$ cat src/rtl/arm_pkg.sv
// Shared types and constants for the pipeline hazard/forwarding logic.
package arm_pkg;

  localparam int unsigned REG_BITS = 4;

  // fwd_sel encoding: 0 selects the register file, k selects entry k-1.
  localparam int unsigned FWD_RF = 0;

  typedef struct packed {
    logic                valid;
    logic                wb_en;
    logic                mem_read;
    logic [REG_BITS-1:0] dest;
  } sb_entry_t;

  localparam sb_entry_t SB_BUBBLE = '0;

endpackage

$ cat src/rtl/fwd_match.sv
// Per-source priority search over the scoreboard: youngest matching writer
// decides between a forwarding select and a stall.
module fwd_match
  import arm_pkg::*;
#(
  parameter int unsigned DEPTH    = 3,
  parameter int unsigned LOAD_LAT = 1,
  parameter bit          FWD_EN   = 1'b1,
  parameter int unsigned SEL_W    = $clog2(DEPTH + 1)
) (
  input  logic [REG_BITS-1:0]   src,
  input  logic                  used,
  input  sb_entry_t [DEPTH-1:0] entries,
  output logic                  stall,
  output logic [SEL_W-1:0]      sel
);

  logic found;

  always_comb begin
    stall = 1'b0;
    sel   = SEL_W'(FWD_RF);
    found = 1'b0;
    for (int unsigned i = 0; i < DEPTH; i++) begin
      if (!found && used && entries[i].valid && entries[i].wb_en &&
          (entries[i].dest == src)) begin
        found = 1'b1;
        // Load data is not available yet in entries younger than LOAD_LAT.
        if (!FWD_EN || (entries[i].mem_read && (i < LOAD_LAT))) begin
          stall = 1'b1;
        end else begin
          sel = SEL_W'(i + 1);
        end
      end
    end
  end

endmodule

$ cat src/rtl/hazard_scoreboard.sv
// Hazard and forwarding unit: tracks in-flight writes in a shift-register
// scoreboard, resolves both ID sources, and counts hazard stall cycles.
module hazard_scoreboard
  import arm_pkg::*;
#(
  parameter int unsigned REG_BITS = arm_pkg::REG_BITS,
  parameter int unsigned DEPTH    = 3,
  parameter int unsigned LOAD_LAT = 1,
  parameter bit          FWD_EN   = 1'b1,
  parameter int unsigned CNT_W    = 16,
  parameter int unsigned SEL_W    = $clog2(DEPTH + 1)
) (
  input  logic                clk,
  input  logic                rst,
  input  logic [REG_BITS-1:0] src1,
  input  logic [REG_BITS-1:0] src2,
  input  logic                src1_used,
  input  logic                two_src,
  input  logic                issue_wb_en,
  input  logic                issue_mem_read,
  input  logic [REG_BITS-1:0] issue_dest,
  input  logic                flush,
  input  logic                mem_ready,
  output logic                hazard,
  output logic                freeze,
  output logic [SEL_W-1:0]    fwd_sel1,
  output logic [SEL_W-1:0]    fwd_sel2,
  output logic [CNT_W-1:0]    stall_count
);

  sb_entry_t [DEPTH-1:0] sb_q, sb_d;
  logic [CNT_W-1:0]      stall_count_q, stall_count_d;

  logic             stall1, stall2;
  logic [SEL_W-1:0] sel1, sel2;

  fwd_match #(
    .DEPTH    (DEPTH),
    .LOAD_LAT (LOAD_LAT),
    .FWD_EN   (FWD_EN),
    .SEL_W    (SEL_W)
  ) u_fwd_src1 (
    .src     (src1),
    .used    (src1_used),
    .entries (sb_q),
    .stall   (stall1),
    .sel     (sel1)
  );

  fwd_match #(
    .DEPTH    (DEPTH),
    .LOAD_LAT (LOAD_LAT),
    .FWD_EN   (FWD_EN),
    .SEL_W    (SEL_W)
  ) u_fwd_src2 (
    .src     (src2),
    .used    (two_src),
    .entries (sb_q),
    .stall   (stall2),
    .sel     (sel2)
  );

  // A stalled instruction reads nothing, so its selects are parked on the RF.
  assign hazard      = stall1 | stall2;
  assign fwd_sel1    = hazard ? SEL_W'(FWD_RF) : sel1;
  assign fwd_sel2    = hazard ? SEL_W'(FWD_RF) : sel2;
  assign freeze      = ~mem_ready;
  assign stall_count = stall_count_q;

  // Shift on ready cycles; entry 0 takes the issuing instruction or a bubble.
  always_comb begin
    sb_d          = sb_q;
    stall_count_d = stall_count_q;
    if (mem_ready) begin
      for (int unsigned i = 1; i < DEPTH; i++) begin
        sb_d[i] = sb_q[i-1];
      end
      if (hazard || flush) begin
        sb_d[0] = SB_BUBBLE;
      end else begin
        sb_d[0].valid    = 1'b1;
        sb_d[0].wb_en    = issue_wb_en;
        sb_d[0].mem_read = issue_mem_read;
        sb_d[0].dest     = issue_dest;
      end
      if (hazard && (stall_count_q != '1)) begin
        stall_count_d = stall_count_q + CNT_W'(1);
      end
    end
  end

  always_ff @(posedge clk or negedge rst) begin
    if (!rst) begin
      sb_q          <= '0;
      stall_count_q <= '0;
    end else begin
      sb_q          <= sb_d;
      stall_count_q <= stall_count_d;
    end
  end

endmodule

$ cat config.mk
export PLATFORM = sky130hd
export DESIGN_NAME = hazard_scoreboard
export DESIGN_NICKNAME = d
export VERILOG_FILES = /design/src/rtl/arm_pkg.sv /design/src/rtl/fwd_match.sv /design/src/rtl/hazard_scoreboard.sv
export SDC_FILE = /design/constraint.sdc
export NUM_CORES = 1
export LEC_CHECK = 0
export BUFFER_PORTS_ARGS = -buffer_cell sky130_fd_sc_hd__buf_4
export CORE_ASPECT_RATIO = 0.5
export CORE_UTILIZATION = 40
export DETAILED_ROUTE_END_ITERATION = 10
export GPL_ROUTABILITY_DRIVEN = 0
export SLEW_MARGIN = 40
export SYNTH_ARGS = -nofsm -noshare
export SYNTH_HDL_FRONTEND = slang
export SYNTH_SLANG_ARGS = --single-unit
$ cat constraint.sdc
create_clock -name clk -period 2.05 [get_ports clk]
set_clock_uncertainty 0.15 [all_clocks]
set_input_delay 0 -clock clk [delete_from_list [all_inputs] [get_ports clk]]
set_output_delay 0 -clock clk [all_outputs]
set_load 0.01 [all_outputs]
==> results of run 1 <==
## synthesized netlist by cell type, drive strengths merged
library cell and count:
nor3b 1, and4 2, clkinv 1, ha 1
nor4 2, and4bb 1, o2bb2ai 6, a21boi 1
and3 8, or4b 1, nor2 9, a32o 1
buf 1, xnor2 20, and2 1, clkbuf 5
nand3 15, nor4b 1, nand4 8, xor2 19
o21ai 1, nand3b 2, nor3 4, a21oi 2
dfrtp 35, mux2 13, or2 1, nand2 13
o211ai 2
## cells by family (layout without fill, tap and decap cells)
kind of cell               count (synthesis)  in the layout
xor gates and xnor gates                  39             39
muxes                                     13             13
and+or+nand+nor                           69             69
AOI/OAI and AO/OA                         13             13
DFF                                       35             35
buffers and inverters                      7             68
adders and majority gates                  1              1
## report_power, final
group | total (mW) | internal (mW) | switching [mW]
clock network | 0.456 | 0.226 | 0.230
registers | 0.783 | 0.734 | 0.0484
logic | 0.225 | 0.127 | 0.0988
## metal layers
metal	part of all wire, %	global-route usage, %
met4	0.45	4.90
met2	46	28.7
met3	4.1	4.74
met1	50	25.4
met5	0	0
## sequential cells by signal, indices dropped and copies added (netlist names)
register,count
stall_count,16
sb_q,19
## what timing repair did
| item | CTS | global route |
|---|---|---|
| resized for setup | 0 | 6 |
| setup endpoints to repair | 0 | 15 |
| hold buffers | 13 | 1 |
| endpoints found under the hold margin | 42 | 1 |
## layout make-up
| class | instances | area, sq um | share of cell area [%] |
|---|---|---|---|
| Multi-Input combinational cell | 135 | 1010 | 40.0 |
| Timing Repair Buffer | 61 | 493 | 19.5 |
| Inverter | 1 | 3.75 | 0.148 |
| Sequential cell | 35 | 876 | 34.6 |
| Clock buffer | 6 | 72.6 | 2.87 |
| Tap cell | 57 | 71.3 | 2.82 |
## critical path, cell delays in order, from the launching register on
cell and delay (ns):
dfrtp_1 0.42, xnor2_1 0.18, nand3_1 0.09, nor4_1 0.38
nand3b_1 0.15, a21oi_1 0.18, buf_4 0.14
## worst max-delay path by stage
stage	cells after the start	endpoint	startpoint
detailed placement	6	stall_count[15]	sb_q[2]
CTS	6	fwd_sel2[1]	sb_q[2]
global placement	5	stall_count[4]	sb_q[2]
finish	6	fwd_sel2[0]	sb_q[15]
global route	5	stall_count[4]	sb_q[3]
floorplan	6	stall_count[4]	stall_count[0]
## layout by cell type, fill, tap and decap left out, drive strengths merged, types with 8 or more instances in the layout
cell         count
and3             8
buf             47
dfrtp           35
dlygate4sd3     14
mux2            13
nand2           13
nand3           15
nand4            8
nor2             9
xnor2           20
xor2            19
==> results by group, run 1 <==
Global route
  • First-pass GRT wire length: ~7.0 mm
  • Congestion Overflow GR: 0
  • Tot GR Track Use: between 10% and 20%
  • Vias in the first global route: approximately 1500
  • Initial antenna violation count: 0
  • Pin count of the biggest net entering global routing: 36

STA
  • Final hold violation count: 0
  • Final min period: 1.97 ns
  • Peak Freq: just over 500 MHz
  • Setup violators final: 0
  • Final setup margin: between 0.08 and 0.09 ns
  • Final period util: 96.0%
  • Max Slew Vio Count: 0
  • Worst-margin pin slew: between 0.4 and 0.5 ns
  • Setup TNS: 0 ns
  • Max_slew headroom: about 67%
  • Fin Hold WS: just under 0.05 ns

Cells and area
  • Nets: between 200 and 300
  • Fill cells: 399
  • Layout cells sized above 1: a little over 30%
  • Cell Count, Final, Fillers Out: slightly below 300
  • Layout area overhead: 34.2%
  • Design Area, Final: 2530 sq um
  • Post-layout util: a little under three fifths
  • Antenna cell count: 0

CTS
  • TritonCTS clock tree: done
  • CTS sink count: 35
  • Number of setup buffers added after CTS: 0
  • CTS root buf: clkbuf_8
  • Clock Latency Late Sink: 0.28 ns
  • Max clock buf depth: 2
  • Clock buffer count from CTS: 5
  • Clock-pin slew on the worst setup and hold paths: roughly 0.07 ns
  • Htree depth: 2

Logic synthesis
  • Syn nets: approximately 200
  • Top post-synthesis cells by area: dfrtp_1 46%, xnor2_1 9.3%, xor2_1 8.8%
  • Register bit total from synthesis: 35
  • Synth cell types: 31
  • Largest family of logic cells by synthesized area: simple AND/OR/NAND/NOR gates
  • Synth Area in Simple Gates: between 20% and 30%
  • Post-Synth Adder-Cell Area: less than 1%
  • Synth area leader: dfrtp_1
  • Synth Area in Compound Gates: under 10%
  • Yosys top cell area share: a little under half
  • XOR/XNOR Fraction of Synth Area: 18.1%
  • Seq/Total Area, Yosys: a little under half
  • Mapped Cells: roughly 180
  • Mux contribution to synthesized area: under 10%
  • Synth Cell Area: 1880 sq um
  • Yosys Warn Count: 0
  • Syn Area/Cell: around 11 sq um

Placed design
  • Placed insts: 275
  • Post-Place Setup Slack: 0.0546 ns
  • PortBufs: between 40 and 50
  • HPWL Detailed: 2.93 mm
  • Placed cell areas: around 2300 sq um

Critical path
  • Worst r2r src: sb_q[3]
  • Reg2Reg Capture Point: stall_count[4]
  • R2r worst-path depth: 5
  • Crit path kind: register to output pin
  • CP Launch Type: register
  • Worst Path Required: between 1.5 and 2 ns
  • Arrival time at the worst endpoint: 1.82 ns
  • R2R Setup Slk: about 0.09 ns
  • Critical Path End Type: output pin
  • Crit-path max FO: 3

Min path
  • HP Class: input pin to asynchronous set/reset pin

Die
  • Die span in y: between 50 and 60 um
  • # IOs: 42
  • Initial Util: 42.2%
  • # rows: 17
  • Die W: approximately 100 um
  • Die area: roughly 5000 sq um
  • Core ar.: ~4500 sq um

Power
  • Static leakage: 1.17 nW
  • Worst IR drop on VDD: roughly 220 uV
  • PnR Total Power: 1.46 mW
  • Pwr dens: approximately 580 nW/um^2

Flow run
  • Max-Cap Viols: 0

Drt
  • Drt pass-1 iters: 4
  • Detailed Route WL: ~4.3 mm
  • WL/cell: 14.4 um
  • Post-route DRC violation count: 0
  • Vias per cell: slightly above 5
  • Via count: 1531
  • Antenna viol nets, final: 0
  • Initial drt markers: 59

Outcome
  • Status: complete, no violations
Note: power is estimated with default switching activity, not from simulation.
==> inputs of run 2 (changes only) <==
--- a/config.mk
+++ b/config.mk
@@ -9,7 +9,7 @@
 export CORE_ASPECT_RATIO = 0.5
 export CORE_UTILIZATION = 40
 export DETAILED_ROUTE_END_ITERATION = 10
-export GPL_ROUTABILITY_DRIVEN = 0
+export PLACE_DENSITY = 0.72
 export SLEW_MARGIN = 40
 export SYNTH_ARGS = -nofsm -noshare
 export SYNTH_HDL_FRONTEND = slang
==> constraint.sdc (replaced) <==
create_clock -name clk -period 2 [get_ports clk]
set_clock_uncertainty 0.15 [all_clocks]
set_input_delay 0 -clock clk [delete_from_list [all_inputs] [get_ports clk]]
set_output_delay 0 -clock clk [all_outputs]
set_load 0.01 [all_outputs]
==> run 2 against run 1 <==
Effect of this change:
- register-to-register slack got worse by 0.03 ns
- global-route usage rose by 1.7 points
- non-clock buffer count rose by 2
- power is 24% higher
- critical endpoint is now stall_count[4]
- highest routed layer unchanged
==> results by group, run 2 (synthesized netlist as in run 1, its figures left out) <==
STA
  • Max_slew headroom: 70.9% (+3.7 points)
  • Final period util: 97.0%
  • Unrepaired setup endpoints after global routing: true
  • Max Slew Vio Count: 0 (unchanged)
  • Final hold violation count: 0 (unchanged)
  • Setup violators final: 0 (unchanged)
  • Setup TNS: 0 ns (unchanged)
  • Peak Freq: ~520 MHz
  • Worst-margin pin slew: 0.436 ns (-0.0503 ns)
  • Final min period: between 1.5 and 2 ns

Global route
  • Pin count of the biggest net entering global routing: 36 (unchanged)
  • Vias in the first global route: 1512 (+2.9%)
  • Initial antenna violation count: 0 (unchanged)
  • First-pass GRT wire length: 7.39 mm (+6.1%)
  • Tot GR Track Use: 20.0% (+1.7 points)
  • Congestion Overflow GR: 0 (unchanged)

Critical path
  • Crit-path max FO: 4 (+1)
  • Critical Path End Type: register
  • Crit path kind: register to register
  • CP Launch Type: register
  • Arrival time at the worst endpoint: 1.97 ns (+0.15 ns)
  • Worst Path Required: 2.03 ns (+0.13 ns)

Cells and area
  • Layout cells sized above 1: 34.7% (+4.5 points)
  • Design Area, Final: 2590 sq um (+2.6%)
  • Nets: 262 (+0.77%)
  • Layout area overhead: 37.7%
  • Flip-flop count of the largest register after layout: 19 (unchanged)
  • Register with the most flip-flops: sb_q
  • Fill cells: 375 (-6.0%)
  • Cell Count, Final, Fillers Out: 299 (+1.4%)
  • Commonest non-fill, non-tap cell in the layout: buf_4
  • Antenna cell count: 0 (unchanged)
  • Commonest non-fill, non-tap cells in the layout: 54 x buf_4, 35 x dfrtp_1, 20 x xnor2_1, 19 x xor2_1, 14 x nand3_1

Die
  • Initial Util: 42.2% (unchanged)
  • # IOs: 42 (unchanged)
  • Die area: 5010 sq um (unchanged)
  • Core ar.: 4470 sq um (unchanged)
  • Die span in y: 50.5 um (unchanged)
  • Die W: 99.1 um (unchanged)
  • # rows: 17 (unchanged)

Drt
  • Routed wl met2: 2.21 mm (+14%)
  • WL/cell: 15.6 um (+8.3%)
  • Routed wl met3: 313 um (+81%)
  • Post-route DRC violation count: 0 (unchanged)
  • Initial drt markers: 62 (+5.1%)
  • Top Metal Used: met4
  • Drt pass-1 iters: 4 (unchanged)
  • Vias per cell: 5.35 (+3.1%)
  • Detailed Route WL: 4.67 mm (+9.8%)
  • Routed met1 length: 2.05 mm (-2.9%)
  • Antenna viol nets, final: 0 (unchanged)
  • Via count: 1600 (+4.5%)

Placed design
  • Placed cell areas: 2310 sq um (+1.3%)
  • PortBufs: 41 (unchanged)
  • Placed insts: 279 (+1.5%)
  • Routability cong.: between 0.7 and 0.8
  • HPWL Detailed: 3.11 mm (+6.0%)

CTS
  • Clock-pin slew on the worst setup and hold paths: 0.08 ns (about the same)
  • Clock buffer count from CTS: 5 (unchanged)
  • CTS root buf: clkbuf_8
  • CTS sink count: 35 (unchanged)
  • Max clock buf depth: 2 (unchanged)
  • TritonCTS clock tree: done
  • Htree depth: 2 (unchanged)
  • Clock Latency Late Sink: 0.30 ns (+0.02 ns)

Power
  • Clock Power Share: 42.8% (+12 points)
  • Comb pwr share: 12.9% (-2.5 points)
  • Worst IR drop on VDD: 370 uV (+65%)
  • Pwr dens: 698 nW/um^2 (+20%)
  • Sequential power share: 44.3% (-9.1 points)
  • Static leakage: 1.22 nW (+4.4%)
  • Pint: 1.38 mW (+27%)
  • P_sw: 0.430 mW (+14%)
  • Switching Share: 23.7% (-2.0 points)

Outcome
  • Status: complete, no violations

Min path
  • HP Class: input pin to asynchronous set/reset pin

Flow run
  • Max-Cap Viols: 0 (unchanged)
==> run 2: final cells by class <==
class / count / area, sq um / share of cell area, %
multi-input combinational: 135 / 1020 / 39.2
sequential: 35 / 876 / 33.8
timing repair buffer: 63 / 495 / 19.1
clock buffer: 6 / 72.6 / 2.80
tap: 57 / 71.3 / 2.75
clock inverter: 2 / 60.1 / 2.31
inverter: 1 / 3.75 / 0.145
==> run 2: layer usage <==
layer	global-route usage [%]	vias up
li1	-	760
met1	24.6	775
met2	33.2	59
met3	5.71	6
met4	8.82	0
met5	0	-
==> run 2: stage by stage <==
step | hold WS, ns | total power, mW | worst slack [ns] | utilization, %
3_5_place_dp | -0.174 | 1.02 | 0.0557 | 51.8
6_report | 0.0356 | 1.81 | 0.0607 | 58.1
4_1_cts | 0.0470 | 1.81 | 0.00984 | 57.0
2_1_floorplan | -0.446 | 0.926 | 0.0840 | -
5_1_grt | 0.0795 | 1.88 | 0.00783 | 58.1
3_3_place_gp | -0.178 | 1.01 | 0.118 | 51.8
==> run 2: what timing repair did <==
action	4_1_cts	5_1_grt
hold buffers	9	0
cloned	0	0
endpoints found under the hold margin	46	0
endpoints found under the setup margin	6	12
pin swaps	0	5
gates resized for setup	2	6
setup buffers	0	3
==> run 2: worst paths after layout <==
check	from	endpoint	slack (ns)	depth (start not counted)
max	stall_count[13]	stall_count[4]	0.06	5
min reg2reg	stall_count[9]	stall_count[9]	0.36	1
max in group asynchronous	rst	stall_count[0]	1.35	2
min in group clk	two_src	fwd_sel2[1]	0.23	4
min	rst	sb_q[2]	0.04	2
max reg2reg	stall_count[13]	stall_count[4]	0.06	5
==> run 2: worst max-delay path, stage by stage (launching register included) <==
cell and delay, ns:
dfrtp_1 0.43, and4_1 0.20, and3_1 0.21, and3_1 0.21
or4b_4 0.49, xnor2_1 0.13
==> run 2: power groups by stage <==
stage / Combinational [mW] / Clock, mW / Sequential [mW]
6_report: 0.234 / 0.775 / 0.801
5_1_grt: 0.257 / 0.812 / 0.809
4_1_cts: 0.222 / 0.789 / 0.800
3_5_place_dp: 0.207 / 0 / 0.814
3_3_place_gp: 0.201 / 0 / 0.811
2_1_floorplan: 0.123 / 0 / 0.803
==> inputs of run 3 (changes only) <==
--- a/config.mk
+++ b/config.mk
@@ -6,10 +6,12 @@
 export NUM_CORES = 1
 export LEC_CHECK = 0
 export BUFFER_PORTS_ARGS = -buffer_cell sky130_fd_sc_hd__buf_4
+export CELL_PAD_IN_SITES_DETAIL_PLACEMENT = 1
+export CELL_PAD_IN_SITES_GLOBAL_PLACEMENT = 1
 export CORE_ASPECT_RATIO = 0.5
 export CORE_UTILIZATION = 40
 export DETAILED_ROUTE_END_ITERATION = 10
-export PLACE_DENSITY = 0.72
+export PLACE_DENSITY = 0.87
 export SLEW_MARGIN = 40
 export SYNTH_ARGS = -nofsm -noshare
 export SYNTH_HDL_FRONTEND = slang
==> run 3 against run 2 <==
Effect of this change:
- the flow now finishes with violations (setup timing)
- utilization is 0.95 points higher
- flip-flop and latch count is the same
- final cell count rose by 0.67%
- clock power grew 1%
==> results by group, run 3 (synthesized netlist as in run 1, its figures left out) <==
Global route
  • Tot GR Track Use: 27.7% (+7.7 points)
  • Initial antenna violation count: 0 (unchanged)
  • Congestion Overflow GR: 0 (unchanged)
  • First-pass GRT wire length: 10.1 mm (+37%)
  • Pin count of the biggest net entering global routing: 36 (unchanged)
  • Vias in the first global route: 1827 (+21%)

Drt
  • Detailed Route WL: 6.42 mm (+37%)
  • Via count: 1698 (+6.1%)
  • Vias per cell: 5.64 (+5.4%)
  • Drt pass-1 iters: 4 (unchanged)
  • Post-route DRC violation count: 0 (unchanged)
  • Antenna viol nets, final: 0 (unchanged)
  • WL/cell: 21.3 um (+37%)
  • Initial drt markers: 86 (+39%)

STA
  • Final setup margin: -0.0474 ns (-0.108 ns)
  • Unrepaired setup endpoints after global routing: true
  • Max Slew Vio Count: 0 (unchanged)
  • Peak Freq: 488 MHz (-5.3%)
  • Setup violators final: 1 (+1)
  • Max_slew headroom: 69.4% (-1.5 points)
  • Worst-margin pin slew: 0.459 ns (+0.0224 ns)
  • Final hold violation count: 0 (unchanged)
  • Final min period: 2.05 ns (+0.108 ns)
  • Final period util: 102% (+5.4 points)

Die
  • Core ar.: 4470 sq um (unchanged)
  • Die W: 99.1 um (unchanged)
  • Die area: 5010 sq um (unchanged)
  • Die span in y: 50.5 um (unchanged)
  • # rows: 17 (unchanged)
  • Initial Util: 42.2% (unchanged)
  • # IOs: 42 (unchanged)

Power
  • Worst IR drop on VDD: 371 uV (+0.23%)
  • Pwr dens: 703 nW/um^2 (+0.82%)
  • Static leakage: 1.24 nW (+1.6%)
  • PnR Total Power: 1.86 mW (+2.5%)

Flow run
  • Max-Cap Viols: 0 (unchanged)

CTS
  • Clock Latency Late Sink: 0.31 ns (about the same)
  • Htree depth: 2 (unchanged)
  • CTS root buf: clkbuf_8
  • Clock-pin slew on the worst setup and hold paths: 0.08 ns (about the same)
  • Max clock buf depth: 2 (unchanged)
  • CTS sink count: 35 (unchanged)
  • Clock buffer count from CTS: 5 (unchanged)
  • TritonCTS clock tree: done

Cells and area
  • Post-layout util: 59.0% (+0.95 points)
  • Multi-input logic area: 1040 sq um (+2.6%)
  • Register with the most flip-flops: sb_q
  • Layout cells sized above 1: 37.3% (+2.6 points)
  • Register area: 877 sq um (+0.14%)
  • Cell Count, Final, Fillers Out: 301 (+0.67%)
  • Antenna cell count: 0 (unchanged)
  • Commonest non-fill, non-tap cells in the layout: 56 x buf_4, 34 x dfrtp_1, 19 x xnor2_1, 17 x xor2_1, 14 x nand3_1
  • Nets: 264 (+0.76%)
  • Layout area overhead: 40.0%
  • Flip-flop count of the largest register after layout: 19 (unchanged)
  • Commonest non-fill, non-tap cell in the layout: buf_4
  • Fill cells: 494 (+32%)

Critical path
  • Worst r2r src: sb_q[2]
  • Reg2Reg Capture Point: stall_count[4]
  • CP Launch Type: register
  • Crit path kind: register to register
  • Crit-path max FO: 4 (unchanged)
  • Worst Path Required: 2.03 ns (about the same)
  • R2r worst-path depth: 5 (unchanged)
  • Arrival time at the worst endpoint: 2.08 ns (+0.11 ns)
  • R2R Setup Slk: -0.05 ns (-0.11 ns)
  • Critical Path End Type: register

Placed design
  • Routability cong.: 0.823 (+6.2%)
  • HPWL Detailed: 3.50 mm (+12%)
  • PortBufs: 41 (unchanged)
  • Placed insts: 280 (+0.36%)
  • Post-Place Setup Slack: -0.000859 ns (-0.0565 ns)

Min path
  • HP Class: input pin to asynchronous set/reset pin

Outcome
  • Failing checks: setup timing
  • Status: finished, violations left
-- run 3: changes by cell type in the layout (fill, tap and decap cells not counted), sizes merged --
cell,before,now
buf,54,56
-- run 3: how the worst max path moves through the flow --
stage | slack [ns] | startpoint | end
final | -0.05 | sb_q[2] | stall_count[4]
after global routing | -0.09 | sb_q[2] | stall_count[4]
after CTS | 0.0006 | stall_count[0] | stall_count[4]
after detailed placement | -0.0009 | sb_q[0] | stall_count[15]
after global placement | 0.06 | sb_q[0] | stall_count[15]
after floorplan | 0.08 | stall_count[0] | stall_count[4]
-- run 3: critical path, cell delays in order (launching register included) --
cell and delay [ns]:
dfrtp_1 0.45, xor2_2 0.22, nor2_2 0.18, a32o_2 0.26, or4b_4 0.49, xnor2_2 0.16
-- run 3: final cells by class --
cell class                      instances  area share (%)
Multi-Input combinational cell        135            39.5
Sequential cell                        35            33.3
Timing Repair Buffer                   65            19.4
Clock buffer                            6            2.75
Tap cell                               57            2.70
Clock inverter                          2            2.28
Inverter                                1           0.142
-- run 3: what timing repair did --
action / 4_1_cts / 5_1_grt
setup endpoints to repair: 7 / 14
cloned: 0 / 0
endpoints found under the hold margin: 44 / 0
pin swaps: 1 / 2
hold buffers: 9 / 0
setup buffers: 3 / 1
resized for setup: 5 / 9
-- run 3: routing by layer --
| layer | GRT usage [%] | share of wire [%] | up-vias |
|---|---|---|---|
| met5 | 0 | 0 | - |
| met4 | 11.5 | 2.8 | 0 |
| met1 | 35.8 | 45 | 866 |
| met3 | 6.82 | 4.3 | 18 |
| li1 | - | - | 758 |
| met2 | 45.1 | 48 | 56 |
-- run 3: report_power, final --
group / total (mW) / switching (mW) / internal, mW
combinational: 0.261 / 0.127 / 0.134
clock: 0.785 / 0.286 / 0.499
sequential: 0.809 / 0.0570 / 0.752
-- run 3: metrics by stage --
stage / setup TNS [ns] / hold slack [ns] / area [sq um]
final: -0.0474 / 0.0400 / 2640
after global routing: -0.202 / 0.0782 / 2640
after CTS: 0 / 0.0575 / 2590
after detailed placement: -0.000859 / -0.165 / 2320
after global placement: 0 / -0.176 / 2320
after floorplan: 0 / -0.446 / 1880
